--- src/rtl/pipe_pkg.sv ---
// Shared types and widths for the elastic pipeline stage.
package pipe_pkg;

  localparam int unsigned INSTR_W = 32;
  localparam int unsigned PC_W    = 32;
  localparam int unsigned IFID_W  = PC_W + INSTR_W;

  typedef enum logic [1:0] {
    ST_EMPTY = 2'b00,
    ST_ONE   = 2'b01,
    ST_TWO   = 2'b10
  } stage_state_t;

  // Default IF/ID payload: PC in the upper half, instruction in the lower half.
  typedef struct packed {
    logic [PC_W-1:0]    pc;
    logic [INSTR_W-1:0] instr;
  } ifid_payload_t;

endpackage

--- src/rtl/pipe_sat_cnt.sv ---
// Saturating up-counter; sticks at all-ones.
module pipe_sat_cnt #(
  parameter int unsigned W = 32
) (
  input  logic         clk_i,
  input  logic         start_i,
  input  logic         inc_i,
  output logic [W-1:0] cnt_o
);

  logic [W-1:0] cnt_q, cnt_d;

  always_comb begin
    cnt_d = cnt_q;
    if (inc_i && (cnt_q != {W{1'b1}})) begin
      cnt_d = cnt_q + W'(1);
    end
  end

  always_ff @(posedge clk_i or negedge start_i) begin
    if (!start_i) begin
      cnt_q <= '0;
    end else begin
      cnt_q <= cnt_d;
    end
  end

  assign cnt_o = cnt_q;

endmodule

--- src/rtl/pipe_skid_stage.sv ---
// Elastic pipeline stage: valid/ready handshake with a 2-entry skid buffer, flush and hold.
// Optional stall/flush counters under PIPE_SKID_STAGE_PERF_EN.
module pipe_skid_stage
  import pipe_pkg::*;
#(
  parameter int unsigned       DATA_W    = IFID_W,
  parameter logic [DATA_W-1:0] FLUSH_VAL = '0,
  parameter logic [DATA_W-1:0] RESET_VAL = '0,
  parameter int unsigned       CNT_W     = 32
) (
  input  logic              clk_i,
  input  logic              start_i,
  input  logic              flush_i,
  input  logic              hold_i,
  input  logic              valid_i,
  output logic              ready_o,
  input  logic [DATA_W-1:0] data_i,
  output logic              valid_o,
  input  logic              ready_i,
`ifdef PIPE_SKID_STAGE_PERF_EN
  output logic [CNT_W-1:0]  stall_cnt_o,
  output logic [CNT_W-1:0]  flush_cnt_o,
`endif
  output logic [DATA_W-1:0] data_o
);

  if (CNT_W < 1) begin : g_cnt_w_chk
    $error("pipe_skid_stage: CNT_W must be at least 1");
  end

  stage_state_t      state_q, state_d;
  logic [DATA_W-1:0] data_q, data_d;
  logic [DATA_W-1:0] skid_q, skid_d;
  logic              valid_q, valid_d;
  logic              ready_q, ready_d;
  logic              accept;
  logic              emit;

  assign accept = valid_i & ready_q & ~hold_i & ~flush_i;
  assign emit   = valid_q & ready_i & ~hold_i;

  // Next state; hold needs no branch since accept/emit are already gated by it.
  always_comb begin
    state_d = state_q;
    data_d  = data_q;
    skid_d  = skid_q;
    if (flush_i) begin
      state_d = ST_EMPTY;
      data_d  = FLUSH_VAL;
    end else begin
      case (state_q)
        ST_EMPTY: begin
          if (accept) begin
            state_d = ST_ONE;
            data_d  = data_i;
          end
        end
        ST_ONE: begin
          if (accept && emit) begin
            data_d = data_i;
          end else if (accept) begin
            state_d = ST_TWO;
            skid_d  = data_i;
          end else if (emit) begin
            state_d = ST_EMPTY;
          end
        end
        ST_TWO: begin
          if (emit) begin
            state_d = ST_ONE;
            data_d  = skid_q;
          end
        end
        default: state_d = ST_EMPTY;
      endcase
    end
    valid_d = (state_d != ST_EMPTY);
    ready_d = (state_d != ST_TWO);
  end

  always_ff @(posedge clk_i or negedge start_i) begin
    if (!start_i) begin
      state_q <= ST_EMPTY;
      data_q  <= RESET_VAL;
      skid_q  <= RESET_VAL;
      valid_q <= 1'b0;
      ready_q <= 1'b1;
    end else begin
      state_q <= state_d;
      data_q  <= data_d;
      skid_q  <= skid_d;
      valid_q <= valid_d;
      ready_q <= ready_d;
    end
  end

  assign valid_o = valid_q;
  assign ready_o = ready_q;
  assign data_o  = data_q;

`ifdef PIPE_SKID_STAGE_PERF_EN
  logic stall_inc;
  logic flush_inc;

  assign stall_inc = valid_q & ~ready_i & ~hold_i;
  assign flush_inc = flush_i & valid_q;

  pipe_sat_cnt #(.W(CNT_W)) u_stall_cnt (
    .clk_i   (clk_i),
    .start_i (start_i),
    .inc_i   (stall_inc),
    .cnt_o   (stall_cnt_o)
  );

  pipe_sat_cnt #(.W(CNT_W)) u_flush_cnt (
    .clk_i   (clk_i),
    .start_i (start_i),
    .inc_i   (flush_inc),
    .cnt_o   (flush_cnt_o)
  );
`endif

endmodule
--- config.mk ---
export PLATFORM = sky130hd
export DESIGN_NAME = pipe_skid_stage
export DESIGN_NICKNAME = d
export VERILOG_FILES = /design/src/rtl/pipe_pkg.sv /design/src/rtl/pipe_sat_cnt.sv /design/src/rtl/pipe_skid_stage.sv
export SDC_FILE = /design/constraint.sdc
export NUM_CORES = 1
export LEC_CHECK = 0
export CAP_MARGIN = 20
export CELL_PAD_IN_SITES_DETAIL_PLACEMENT = 1
export CELL_PAD_IN_SITES_GLOBAL_PLACEMENT = 1
export CORE_MARGIN = 4
export CORE_UTILIZATION = 31
export DETAILED_ROUTE_END_ITERATION = 12
export PLACE_DENSITY_LB_ADDON = 0.1
export REMOVE_ABC_BUFFERS = 1
export SYNTH_ARGS = -nofsm -noshare
export SYNTH_HDL_FRONTEND = slang
export SYNTH_SLANG_ARGS = --single-unit
--- constraint.sdc ---
create_clock -name clk_i -period 2.32 [get_ports clk_i]
set_input_delay 0.232 -clock clk_i [delete_from_list [all_inputs] [get_ports clk_i]]
set_output_delay 0.232 -clock clk_i [all_outputs]
set_load 0.02 [all_outputs]
==> out/metrics.cfg <==
[route]
drt_iter0_drc = 222
viasPerCell = 5.408
detail_route.drc_violations = 0
wl_per_cell_um = 22.18
ant_nets = 0
wl_mm = 19.21
vias = 4683
dr.pass1.iters = 5

[cts]
insertion_delay_ns = 0.41
clk_pin_slew_ns = 0.06
clk_root_buffer_cell = clkbuf_16
cts_setup_buffers = 0
clock_path_buffers = 2
clkSinkCount = 132
htree_num_levels = 4
cts_buffers = 17
cts_tree = built

[setup_path]
crit_type = flip-flop to flip-flop
r2r_slack_ns = 0.38
critPathLaunchType = flip-flop
end_kind = flip-flop
r2r-end = skid_q[2]$_DFFE_PN0P_
worst_ep_required_time_ns = 2.61
reg2reg_depth = 4
arrival_ns = 2.24
worstReg2RegStart = ready_o$_DFF_PN1_
crit_path_max_fanout = 31

[sta]
post-route-period-util = 0.8369
finalCriticalPeriod_ns = 1.942
max_freq_mhz = 515.1
finalHoldViolCount = 0
slew_viol_final = 0
worstMarginPinSlew_ns = 0.9079
rsz0062_at_grt = false
setup_viol = 0
slew_headroom = 0.3947
skew_ns = 0.008929

[synth]
synth_compound_area_frac = 0.1723
ys_warn_count = 0
synth_top_area_frac = 0.4971
ys_seq_area_frac = 0.5010
netlist_top_cells_area = dfrtp_1 50%, mux2_4 14%, mux2i_1 9.7%
synthAdderAreaFrac = 0
synth_top_area_cell = dfrtp_1
synth_cell_types = 30
syn_area_um2 = 6595
synth-xor-area-share = 0
synth_simple_gate_area_frac = 0.01347
synth_top_family_by_area = multiplexers
ys_ff_latch = 132
synthCells = 467
syn_area_per_cell_um2 = 14.12
synthMuxAreaShare = 0.2406

[die]
start_util = 0.3147
dieHeight_um = 153.9
rows = 53
die_area_um2 = 23670
core-area_um2 = 20960
die_w_um = 153.9
io_pins = 136

[power]
vdd_ir_drop_max_mv = 0.4317
seqPwrFrac = 0.417
power_frac_clock = 0.386
internal_power_mw = 5.235
p_comb_frac = 0.197
switchingPower_mw = 1.816
power_mw = 7.051
power_density_nw_per_um2 = 817.6
leakage_nw = 3.350
sw_frac_of_total = 0.2576

[layout]
final_nets = 650
layout-drive-gt1-share = 0.2098
diodes = 0
syn_to_final_growth_pct = 30.75
fin_cells = 866

[placed_design]
dpl.cell_count = 835
portBuffers = 135
dpl.hpwl_mm = 11.41
place.gp.congestion = 0.7286

[flow_run]
maxCapViolations = 0

[global_route]
grt_max_degree = 69
antenna_found_initial = 0
grt_remaining_overflow = 0
first_global_vias = 5289
track_usage = 0.1655
grt_pass1_wl_mm = 31.15

[status]
status = completed

[worst_hold_path]
hold_path.class = primary input to asynchronous set/reset pin

[cell families after synthesis]
kind of cell	count (synthesis)
buffers and inverters	59
muxes	128
DFF	132
AOI/OAI and AO/OA	137
and+or+nand+nor	11
[power groups by stage]
stage | Clock, mW | Combinational, mW | Sequential (mW)
CTS | 2.81 | 1.41 | 2.94
finish | 2.72 | 1.39 | 2.94
global placement | 0 | 1.36 | 2.96
global route | 2.91 | 1.49 | 2.99
detailed placement | 0 | 1.40 | 2.96
floorplan | 0 | 0.743 | 3.01
[cells in the mapped netlist]
master    number
nand3b_1       1
buf_12         7
a211oi_1      59
nand2_1        1
buf_6         15
nand3_1        1
or4b_1         1
buf_4          1
a31oi_1        1
dfstp_2        1
dfrtp_1      131
a22oi_1        1
a221oi_1      65
mux2i_1       64
buf_1          1
nor2_1         2
and4bb_1       1
buf_2         22
a211oi_2       5
a21o_1         1
mux2_4        60
o21ai_0        2
nor2b_1        1
clkbuf_1      13
nor3b_4        1
mux2_2         4
a21bo_4        1
a21oi_1        1
a22o_1         1
and3b_1        2
[layer usage]
metal	track usage	up-vias	part of all wire
li1	-	2067	-
met1	0.2199	2480	0.45
met2	0.2693	122	0.49
met3	0.04503	14	0.046
met4	0.04205	0	0.0098
met5	0	-	0
[worst max-delay path by stage]
stage	cells past startpoint	from	endpoint	slack (ns)
6_report	4	ready_o$_DFF_PN1_	skid_q[2]$_DFFE_PN0P_	0.38
5_1_grt	4	state_q[1]$_DFF_PN0_	skid_q[63]$_DFFE_PN0P_	0.30
4_1_cts	4	ready_o$_DFF_PN1_	skid_q[2]$_DFFE_PN0P_	0.38
3_5_place_dp	5	hold_i	skid_q[1]$_DFFE_PN0P_	0.09
3_3_place_gp	5	hold_i	skid_q[2]$_DFFE_PN0P_	0.13
2_1_floorplan	3	state_q[0]$_DFF_PN0_	data_o[0]$_DFFE_PN0P_	-6.37
[per-stage QoR]
stage | TNS [ns] | util | hold slack, ns | instance area, µm² | setup slack [ns]
floorplan | -597.52 | - | -0.06359 | 6116 | -6.375
global placement | 0 | 0.3829 | 0.2472 | 8024 | 0.1319
detailed placement | 0 | 0.3829 | 0.2608 | 8024 | 0.09236
CTS | 0 | 0.4115 | 0.3790 | 8623 | 0.3772
global route | 0 | 0.4115 | 0.4156 | 8623 | 0.3036
finish | 0 | 0.4115 | 0.3650 | 8623 | 0.3785
[placed cells by master (no fill, tap or decap), types with 2 or more instances in the layout]
cell             count
clkdlybuf4s50_1    133
dfrtp_1            131
a221oi_1            65
mux2i_1             64
mux2_4              60
a211oi_1            59
clkbuf_16           17
buf_4               11
buf_12               6
a211oi_2             5
mux2_2               4
clkinv_2             4
bufinv_16            3
clkinvlp_4           3
nor2_1               2
o21ai_0              2
clkbuf_8             2
[critical path, cell delays in order (launching register included)]
cell	delay (ns)
dfstp_2	0.56
and4bb_4	0.26
nor3b_4	0.31
buf_12	0.28
mux2_2	0.37
[sequential cells by signal (all words and copies together) (netlist names)]
register and count:
state_q 2, valid_o 1, ready_o 1, data_o 64, skid_q 64
[layout make-up]
| cell class | instances | area, µm² |
|---|---|---|
| Timing Repair Buffer | 153 | 1560 |
| Clock buffer | 20 | 456.7 |
| Fill cell | 2183 | 12330 |
| Clock inverter | 10 | 132.6 |
| Tap cell | 275 | 344.1 |
| Multi-Input combinational cell | 276 | 2825 |
| Sequential cell | 132 | 3304 |
[repair_timing]
action | CTS | global route
hold endpoints to repair | 55 | 0
hold buffers | 1 | 0
resized for setup | 0 | 0
No activity file was read; power rests on OpenSTA's default activity.
